$ cat config.mk
export PLATFORM = sky130hd
export DESIGN_NAME = operand_entry_flat
export DESIGN_NICKNAME = d
export VERILOG_FILES = /design/src/rtl/calc_pkg.sv /design/src/rtl/operand_entry_if.sv /design/src/rtl/digit_accum.sv /design/src/rtl/operand_entry.sv /design/src/flat_wrapper.sv
export SDC_FILE = /design/constraint.sdc
export NUM_CORES = 1
export LEC_CHECK = 0
export BUFFER_PORTS_ARGS = -buffer_cell sky130_fd_sc_hd__clkbuf_2
export CAP_MARGIN = 5
export CORE_MARGIN = 2
export CORE_UTILIZATION = 60
export CTS_CLUSTER_SIZE = 20
export DETAILED_ROUTE_END_ITERATION = 8
export PLACE_DENSITY = 0.82
export SLEW_MARGIN = 20
export SYNTH_ARGS = -nofsm -noshare
export SYNTH_HDL_FRONTEND = slang
export SYNTH_SLANG_ARGS = --single-unit
$ cat constraint.sdc
create_clock -name clk -period 4.15 [get_ports clk]
set_input_delay 0.83 -clock clk [delete_from_list [all_inputs] [get_ports clk]]
set_output_delay 0.83 -clock clk [all_outputs]
set_load 0.02 [all_outputs]
$ cat src/rtl/calc_pkg.sv
// Purpose: shared types and constants for the calculator operand-entry slice.
// Latency: n/a (types and constants only).
// Backpressure: n/a.
package calc_pkg;

    // Operator key / latched operator encoding.
    typedef enum logic [2:0] {
        OP_NONE  = 3'd0,
        OP_ADD   = 3'd1,
        OP_SUB   = 3'd2,
        OP_MUL   = 3'd3,
        OP_CLEAR = 3'd4
    } op_e;

    // Entry FSM states.
    typedef enum logic [1:0] {
        S_A   = 2'd0,
        S_B   = 2'd1,
        S_REQ = 2'd2
    } state_e;

    // Largest magnitude an operand may hold.
    localparam int unsigned MAX_MAG = 32767;

    // Digit codes at or above this value are invalid.
    localparam logic [3:0] DIGIT_LIMIT = 4'd10;

endpackage

$ cat src/rtl/operand_entry_if.sv
// Purpose: keypad-side and ALU-side signals of operand_entry, grouped as one bundle.
// Latency: n/a (wiring only).
// Backpressure: KeyRd acknowledges keys; calc_req is held until calc_ack.
// Ports: master = keypad scanner / ALU environment, slave = operand_entry.
interface operand_entry_if;
    logic               KeyRdy;
    logic               KeyRd;
    logic        [3:0]  keypad_input;
    logic        [2:0]  operator_input;
    logic               equal_input;
    logic signed [15:0] operand_a;
    logic signed [15:0] operand_b;
    logic        [2:0]  op_code;
    logic               calc_req;
    logic               calc_ack;
    logic signed [15:0] display_value;

    modport master (
        output KeyRdy, keypad_input, operator_input, equal_input, calc_ack,
        input  KeyRd, operand_a, operand_b, op_code, calc_req, display_value
    );

    modport slave (
        input  KeyRdy, keypad_input, operator_input, equal_input, calc_ack,
        output KeyRd, operand_a, operand_b, op_code, calc_req, display_value
    );
endinterface

$ cat src/rtl/digit_accum.sv
// Purpose: one operand's magnitude/sign/digit-seen state; accumulates decimal digits, saturating at MAX_MAG.
// Latency: update visible on the output one cycle after the enable edge.
// Backpressure: none; acts on the enables it is given.
// Ports: clear (highest priority), digit_en + digit, sign_toggle; outputs signed value and has_digit.
module digit_accum
    import calc_pkg::*;
(
    input  logic               clk,
    input  logic               nRST,
    input  logic               clear,
    input  logic               digit_en,
    input  logic        [3:0]  digit,
    input  logic               sign_toggle,
    output logic               has_digit,
    output logic signed [15:0] value
);

    localparam logic [19:0] MAX_MAG_W = 20'(MAX_MAG);

    logic [14:0] mag_q, mag_d;
    logic        neg_q, neg_d;
    logic        has_q, has_d;
    logic [19:0] acc;
    logic [15:0] mag_ext;

    // 32767*10+9 needs 19 bits; 20 keeps a margin so the overflow test is exact.
    always_comb begin
        acc   = 20'(mag_q) * 20'd10 + 20'(digit);
        mag_d = mag_q;
        neg_d = neg_q;
        has_d = has_q;
        if (clear) begin
            mag_d = '0;
            neg_d = 1'b0;
            has_d = 1'b0;
        end else begin
            if (digit_en) begin
                // An overflowing digit is dropped; the digit flag is left untouched.
                if (acc <= MAX_MAG_W) begin
                    mag_d = acc[14:0];
                    has_d = 1'b1;
                end
            end
            if (sign_toggle) begin
                neg_d = ~neg_q;
            end
        end
    end

    always_ff @(posedge clk or negedge nRST) begin
        if (!nRST) begin
            mag_q <= '0;
            neg_q <= 1'b0;
            has_q <= 1'b0;
        end else begin
            mag_q <= mag_d;
            neg_q <= neg_d;
            has_q <= has_d;
        end
    end

    // Negating a zero magnitude yields zero, so -0 never reaches the output.
    always_comb begin
        mag_ext   = {1'b0, mag_q};
        value     = neg_q ? signed'(16'd0 - mag_ext) : signed'(mag_ext);
        has_digit = has_q;
    end

endmodule

$ cat src/rtl/operand_entry.sv
// Purpose: keypad operand-entry FSM; builds signed operands A/B plus operator and requests a calculation.
// Latency: key effect applied at the capture edge, KeyRd and calc_req visible the following cycle.
// Backpressure: keys are not consumed while a request is pending (S_REQ); calc_req holds until calc_ack.
// Ports: clk, nRST (async active-low), bus (operand_entry_if.slave: key handshake, operands, ALU handshake).
module operand_entry
    import calc_pkg::*;
(
    input  logic            clk,
    input  logic            nRST,
    operand_entry_if.slave  bus
);

    state_e state_q, state_d;
    op_e    op_code_q, op_code_d;
    logic   armed_q, armed_d;
    logic   key_rd_q, key_rd_d;

    logic   capture;
    logic   in_b;
    logic   cur_has;
    op_e    key_op;
    logic   clr_all;
    logic   dig_a, dig_b;
    logic   tog_a, tog_b;
    logic   has_a, has_b;
    logic signed [15:0] val_a, val_b;

    // A key is taken only once per KeyRdy rise: armed re-arms on any sampled KeyRdy=0.
    assign capture = bus.KeyRdy && armed_q && (state_q != S_REQ);
    assign key_op  = op_e'(bus.operator_input);
    assign in_b    = (state_q == S_B);
    assign cur_has = in_b ? has_b : has_a;

    always_ff @(posedge clk or negedge nRST) begin
        if (!nRST) begin
            state_q   <= S_A;
            op_code_q <= OP_NONE;
            armed_q   <= 1'b0;
            key_rd_q  <= 1'b0;
        end else begin
            state_q   <= state_d;
            op_code_q <= op_code_d;
            armed_q   <= armed_d;
            key_rd_q  <= key_rd_d;
        end
    end

    // Next-state and datapath controls. Key field priority: CLEAR, equals, operator, digit.
    always_comb begin
        state_d   = state_q;
        op_code_d = op_code_q;
        armed_d   = capture ? 1'b0 : (bus.KeyRdy ? armed_q : 1'b1);
        key_rd_d  = capture;
        clr_all   = 1'b0;
        dig_a     = 1'b0;
        dig_b     = 1'b0;
        tog_a     = 1'b0;
        tog_b     = 1'b0;
        if (state_q == S_REQ) begin
            if (bus.calc_ack) begin
                clr_all   = 1'b1;
                op_code_d = OP_NONE;
                state_d   = S_A;
            end
        end else if (capture) begin
            if (key_op == OP_CLEAR) begin
                clr_all   = 1'b1;
                op_code_d = OP_NONE;
                state_d   = S_A;
            end else if (bus.equal_input) begin
                if (in_b && has_b) begin
                    state_d = S_REQ;
                end
            end else if (key_op == OP_ADD || key_op == OP_SUB || key_op == OP_MUL) begin
                if (!cur_has) begin
                    // Leading minus: SUB before any digit flips the current operand's sign.
                    if (key_op == OP_SUB) begin
                        tog_a = !in_b;
                        tog_b = in_b;
                    end
                end else if (!in_b) begin
                    op_code_d = key_op;
                    state_d   = S_B;
                end
            end else if (key_op == OP_NONE && bus.keypad_input < DIGIT_LIMIT) begin
                dig_a = !in_b;
                dig_b = in_b;
            end
            // Invalid digit codes and reserved operators fall through: consumed, no effect.
        end
    end

    digit_accum u_accum_a (
        .clk         (clk),
        .nRST        (nRST),
        .clear       (clr_all),
        .digit_en    (dig_a),
        .digit       (bus.keypad_input),
        .sign_toggle (tog_a),
        .has_digit   (has_a),
        .value       (val_a)
    );

    digit_accum u_accum_b (
        .clk         (clk),
        .nRST        (nRST),
        .clear       (clr_all),
        .digit_en    (dig_b),
        .digit       (bus.keypad_input),
        .sign_toggle (tog_b),
        .has_digit   (has_b),
        .value       (val_b)
    );

    always_comb begin
        bus.KeyRd         = key_rd_q;
        bus.calc_req      = (state_q == S_REQ);
        bus.operand_a     = val_a;
        bus.operand_b     = val_b;
        bus.op_code       = op_code_q;
        bus.display_value = (state_q == S_A) ? val_a : val_b;
    end

endmodule

$ cat src/flat_wrapper.sv
// flat-port wrapper written by rule: the top's interface ports become plain ports
module operand_entry_flat import calc_pkg::*;
  (clk, nRST, bus_KeyRdy, bus_keypad_input, bus_operator_input, bus_equal_input, bus_calc_ack, bus_KeyRd, bus_operand_a, bus_operand_b, bus_op_code, bus_calc_req, bus_display_value);
  operand_entry_if bus_i ();
  input  logic clk;
  input  logic nRST;
  input wire logic [$bits(bus_i.KeyRdy)-1:0] bus_KeyRdy;
  input wire logic [$bits(bus_i.keypad_input)-1:0] bus_keypad_input;
  input wire logic [$bits(bus_i.operator_input)-1:0] bus_operator_input;
  input wire logic [$bits(bus_i.equal_input)-1:0] bus_equal_input;
  input wire logic [$bits(bus_i.calc_ack)-1:0] bus_calc_ack;
  output wire logic [$bits(bus_i.KeyRd)-1:0] bus_KeyRd;
  output wire logic [$bits(bus_i.operand_a)-1:0] bus_operand_a;
  output wire logic [$bits(bus_i.operand_b)-1:0] bus_operand_b;
  output wire logic [$bits(bus_i.op_code)-1:0] bus_op_code;
  output wire logic [$bits(bus_i.calc_req)-1:0] bus_calc_req;
  output wire logic [$bits(bus_i.display_value)-1:0] bus_display_value;
  assign bus_i.KeyRdy = bus_KeyRdy;
  assign bus_i.keypad_input = bus_keypad_input;
  assign bus_i.operator_input = bus_operator_input;
  assign bus_i.equal_input = bus_equal_input;
  assign bus_i.calc_ack = bus_calc_ack;
  assign bus_KeyRd = bus_i.KeyRd;
  assign bus_operand_a = bus_i.operand_a;
  assign bus_operand_b = bus_i.operand_b;
  assign bus_op_code = bus_i.op_code;
  assign bus_calc_req = bus_i.calc_req;
  assign bus_display_value = bus_i.display_value;
  operand_entry u_core (.clk(clk), .nRST(nRST), .bus(bus_i));
endmodule
==> impl_metrics.ini, run 1 <==
[run_status]
status = complete, no violations

[finish]
final_nets = 704
n_antenna_cell = 0
design_area_mm2 = 0.00546
area_delta_synth_final_pct = 9.56
finalNonFillerCells = 734
finalCoreUtilization_pct = 67.2
drive_above_1_share_pct = 19.7
fillers = 661
final_cell_mix = nand2_1, clkbuf_2, ha_1

[sta]
rsz0062_at_grt = false
clock-skew-final_ns = 0.00872
timing.final.crit_share_pct = 90.9
finalHoldViolCount = 0
layout_min_cycle_time_ns = 3.77
slew-limit-headroom_pct = 38.7
tns_ns = 0
slew_violations = 0
tightest_slew_ns = 0.920
finalSetupViolCount = 0
max_freq_mhz = 265

[clocking]
cts_tree = built
cts_resized = 0
clk_pin_slew_worst_paths_ns = 0.09
postCtsSetupRepairBufs = 0
cts_buffers = 5
clk_path_buf_depth = 2
cts_max_level = 2
hold_buffers = 0
root_buffer = clkbuf_8
clk_latency_ns = 0.30
cts.sinks = 41

[synthesis]
synth-edff-count = 0
ys_ff_latch = 41
synthXorXnorAreaFrac_pct = 11.2
synth-simple-area-share_pct = 19.4
synthesis.nets = 645
synth_cells = 569
muxShareOfSynthArea_pct = 7.02
synth_compound_area_share_pct = 20.7
synthArstFlopShare_pct = 100
avgSynthCellArea_um2 = 8.76
yosysSeqAreaShare_pct = 20.6
ys.flop_type = dfrtp_1
syn_area_mm2 = 0.00499
yosysWarnings = 0
synth_top_family_by_area = compound AO/OA/AOI/OAI gates
synthDistinctLibCells = 79
synthAdderAreaFrac_pct = 16.7

[worst_setup_path]
crit_arrival_ns = 3.96
start_kind = flip-flop
critPathMaxFanout = 16
setup.worst_path.class = flip-flop to flip-flop
cp.required_ns = 4.34
crit_path_end_kind = flip-flop

[detailed_routing]
finalWirelength_um = 12500
firstDrtPassIters = 5
via_per_inst = 6.28
ant_nets = 0
drcViolationCount = 0
drtIter0Drc = 229
num_vias = 4611
wl_per_cell_um = 17.1

[floorplanning]
core_mm2 = 0.00813
die_x_um = 95.2
rows = 33
die_h_um = 95.2
boundaryPins = 65
start_util_pct = 61.3
dieArea_mm2 = 0.00906

[power]
p_leak_nw = 2.84
total_power_w = 0.00168
p_per_area_mw_per_mm2 = 308
peakVddDrop_mv = 0.194

[flow_run]
max_cap_violations = 0

[global_routing]
grt_pass1_vias = 4363
grt_pass1_wl_um = 20600
grt_util_all_layers_pct = 28.3
grt_max_degree = 42
antenna_found_initial = 0
gr-total-overflow = 0

[placed_design]
place_congestion = 0.921
dp_cells = 726
place_area_mm2 = 0.00538
hpwl_um = 10000
place.port_buffers = 64

[hold_path]
min_path_type = flip-flop to flip-flop
## logic make-up after synthesis
group,count (synthesis)
muxes,33
and+or+nand+nor,182
DFF,41
xor gates and xnor gates,64
AOI/OAI and AO/OA,143
adders and majority gates,64
buffers and inverters,42
## final timing paths
check                                                            from                                     end  slack, ns  cells after the start
worst min-delay path                       u_core.armed_q$_DFFE_PN0P_              u_core.armed_q$_DFFE_PN0P_       0.49                      2
worst min register to register             u_core.armed_q$_DFFE_PN0P_              u_core.armed_q$_DFFE_PN0P_       0.49                      2
worst max-delay path            u_core.u_accum_b.mag_q[1]$_DFFE_PN0P_  u_core.u_accum_b.mag_q[14]$_DFFE_PN0P_       0.38                     12
max in group asynchronous                                        nRST   u_core.u_accum_a.mag_q[6]$_DFFE_PN0P_       2.91                      1
min in group asynchronous                                        nRST              u_core.bus.KeyRd$_DFF_PN0_       0.65                      1
worst max register to register  u_core.u_accum_b.mag_q[1]$_DFFE_PN0P_  u_core.u_accum_b.mag_q[14]$_DFFE_PN0P_       0.38                     12
## cell type report
cell class / count / area [um^2] / share of cell area (%)
Timing Repair Buffer: 71 / 385 / 7.05
Clock inverter: 3 / 17.5 / 0.321
Inverter: 23 / 86.3 / 1.58
Tap cell: 105 / 131 / 2.40
Clock buffer: 5 / 68.8 / 1.26
Sequential cell: 41 / 1030 / 18.8
Multi-Input combinational cell: 486 / 3750 / 68.6
## state kept, by name, indices dropped and copies added, names as in the netlist, 2 cells and up
register,cells
u_core.u_accum_a.mag_q,15
u_core.u_accum_b.mag_q,15
u_core.bus.op_code,3
u_core.state_q,2
## stage by stage
step	setup WS, ns	hold slack [ns]
detailed placement	0.409	0.485
CTS	0.395	0.505
floorplan	0.590	0.445
global route	0.0536	0.538
finish	0.377	0.494
global placement	0.489	0.464
## cells in the mapped netlist, drive strengths merged (4+ instances only)
| master | count | share of area, % |
|---|---|---|
| o22ai | 10 | 1.3 |
| nor2 | 28 | 2.2 |
| a211o | 4 | 0.70 |
| inv | 23 | 1.7 |
| o21ai | 28 | 2.8 |
| buf | 9 | 1.7 |
| nand3 | 14 | 1.5 |
| o31ai | 9 | 1.4 |
| and4 | 6 | 1.1 |
| ha | 60 | 15 |
| mux2i | 17 | 3.4 |
| a21oi | 32 | 3.5 |
| nand2 | 63 | 4.7 |
| a211oi | 5 | 0.75 |
| nand2b | 4 | 0.50 |
| nor3 | 12 | 1.2 |
| or4 | 4 | 0.60 |
| mux2 | 16 | 3.6 |
| dfrtp | 41 | 21 |
| fa | 4 | 1.6 |
| or3 | 8 | 1.0 |
| nor4 | 8 | 1.6 |
| a22oi | 4 | 0.90 |
| a21o | 10 | 1.5 |
| and2 | 5 | 0.63 |
| o21a | 4 | 0.60 |
| xor2 | 20 | 3.5 |
| clkbuf | 9 | 0.68 |
| nand4 | 12 | 1.5 |
| or2 | 5 | 0.63 |
| xnor2 | 44 | 7.7 |
## critical path, cell delays in order, from the launching register on
cell      delay [ns]
dfrtp_1         0.47
ha_1            0.34
ha_1            0.24
fa_1            0.42
a211oi_1        0.32
o21ai_1         0.16
nand2_1         0.10
xor2_1          0.10
or3b_4          0.40
or4_1           0.49
and4bb_1        0.24
buf_12          0.16
a22o_2          0.21
## routing by layer
layer	track usage (%)	share of wire [%]	vias to the layer above
met2	47.9	48	155
li1	-	-	2247
met4	6.28	1.4	0
met3	4.35	6.1	20
met5	0	0	-
met1	38.2	45	2189
## where the power goes
part	total, W	switching [W]	internal [W]
Sequential	0.000524	0.0000781	0.000446
Clock	0.000263	0.000147	0.000116
Combinational	0.000895	0.000570	0.000325
Power figures use the tool's default switching activity.
==> run 2, diff against run 1 <==
CORE_UTILIZATION = 55   (was 60)
PLACE_DENSITY = 0.76   (was 0.82)
==> impl_metrics.ini, run 2 (synthesized netlist as in run 1, its figures left out) <==
[global_routing]
grt_pass1_wl_um = 20900
grt_pass1_vias = 4417
gr-total-overflow = 0
antenna_found_initial = 0
grt_max_degree = 42
grt_util_all_layers_pct = 25.5

[worst_setup_path]
critPathMaxFanout = 13
cp.required_ns = 4.37
setup.worst_path.class = flip-flop to flip-flop
start_kind = flip-flop
crit_arrival_ns = 3.99
crit_path_end_kind = flip-flop
r2r_setup_slack_ns = 0.39

[sta]
rsz0062_at_grt = false
layout_min_cycle_time_ns = 3.76
timing.final.crit_share_pct = 90.7
tns_ns = 0
slew-limit-headroom_pct = 36.5
clock-skew-final_ns = 0.00780
setup_ws_ns = 0.385
slew_violations = 0
finalHoldViolCount = 0
finalSetupViolCount = 0
max_freq_mhz = 266
tightest_slew_ns = 0.952

[placed_design]
place.port_buffers = 64
dp_cells = 730
hpwl_um = 9830
place_congestion = 0.872
post-place-ws_ns = 0.443

[clocking]
clk_path_buf_depth = 2
cts_tree = built
hold_buffers = 0
clk_latency_ns = 0.30
postCtsSetupRepairBufs = 0
cts.sinks = 41
root_buffer = clkbuf_8
cts_buffers = 5
clk_pin_slew_worst_paths_ns = 0.09
cts_resized = 0
cts_max_level = 2

[detailed_routing]
finalWirelength_um = 12500
firstDrtPassIters = 5
drtIter0Drc = 272
ant_nets = 0
num_vias = 4635
wl_per_cell_um = 16.9
drcViolationCount = 0
via_per_inst = 6.28

[finish]
n_antenna_cell = 0
final_cell_mix = nand2_1, clkbuf_2, ha_1
area_delta_synth_final_pct = 10.8
finalNonFillerCells = 738
drive_above_1_share_pct = 19.8
final_nets = 705

[floorplanning]
rows = 34
die_h_um = 99.2
start_util_pct = 56.9
die_x_um = 99.2
dieArea_mm2 = 0.00985
core_mm2 = 0.00876
boundaryPins = 65

[power]
p_per_area_mw_per_mm2 = 326
peakVddDrop_mv = 0.222
p_leak_nw = 2.87

[flow_run]
max_cap_violations = 0

[run_status]
status = complete, no violations

[hold_path]
min_path_type = flip-flop to flip-flop
-- run 2: changes by cell type in the layout (fill, tap and decap cells not counted) --
cell	previous run	this run
buf_4	6	7
clkinvlp_4	1	0
clkinv_2	2	0
bufinv_16	0	2
inv_6	0	1
-- run 2: final timing paths --
kind                                                            start                                     to  cells past startpoint
max in group asynchronous                                        nRST  u_core.u_accum_a.mag_q[2]$_DFFE_PN0P_                      1
worst min register to register             u_core.armed_q$_DFFE_PN0P_             u_core.armed_q$_DFFE_PN0P_                      2
min in group asynchronous                                        nRST             u_core.armed_q$_DFFE_PN0P_                      1
worst max-delay path            u_core.u_accum_a.mag_q[0]$_DFFE_PN0P_  u_core.u_accum_a.mag_q[4]$_DFFE_PN0P_                     11
worst max register to register  u_core.u_accum_a.mag_q[0]$_DFFE_PN0P_  u_core.u_accum_a.mag_q[4]$_DFFE_PN0P_                     11
worst min-delay path                       u_core.armed_q$_DFFE_PN0P_             u_core.armed_q$_DFFE_PN0P_                      2
-- run 2: routing by layer --
layer	part of all wire [%]	track usage [%]	up-vias	wire length (um)
li1	-	-	2248	-
met1	47	35.7	2218	5810
met2	47	42.6	149	5800
met3	5.4	3.09	20	669
met4	1.5	5.37	0	182
met5	0	0	-	0
-- run 2: metrics by stage --
| step | utilization [%] | hold WS [ns] | cell area [um^2] | power, W |
|---|---|---|---|---|
| 3_3_place_gp | 61.5 | 0.466 | 5390 | 0.00138 |
| 2_1_floorplan | - | 0.445 | 4990 | 0.00117 |
| 5_1_grt | 63.1 | 0.530 | 5530 | 0.00192 |
| 6_report | 63.1 | 0.488 | 5530 | 0.00180 |
| 4_1_cts | 63.1 | 0.491 | 5530 | 0.00180 |
| 3_5_place_dp | 61.5 | 0.471 | 5390 | 0.00141 |
-- run 2: critical path, cell delays in order, from the launching register on --
cell and delay (ns):
dfrtp_1 0.48, ha_1 0.25, ha_1 0.22, fa_1 0.43, a21oi_1 0.34, o22ai_1 0.15, o311ai_0 0.44, nand2_1 0.23
nor4_4 0.37, a21oi_2 0.21, or3_1 0.44, a22oi_2 0.13
-- run 2: power breakdown --
part | switching (W) | internal, W | leakage, nW
Clock | 0.000155 | 0.000242 | 0.0687
Combinational | 0.000555 | 0.000324 | 2.24
Sequential | 0.0000795 | 0.000446 | 0.562
Total | 0.000789 | 0.00101 | 2.87
-- run 2: cell type report --
cell class                 instances  area (um^2)
clock buffer                       5         68.8
tap                              108          135
timing repair buffer              72          393
sequential                        41         1030
clock inverter                     3         68.8
multi-input combinational        486         3750
inverter                          23         86.3
fill                             764         3240
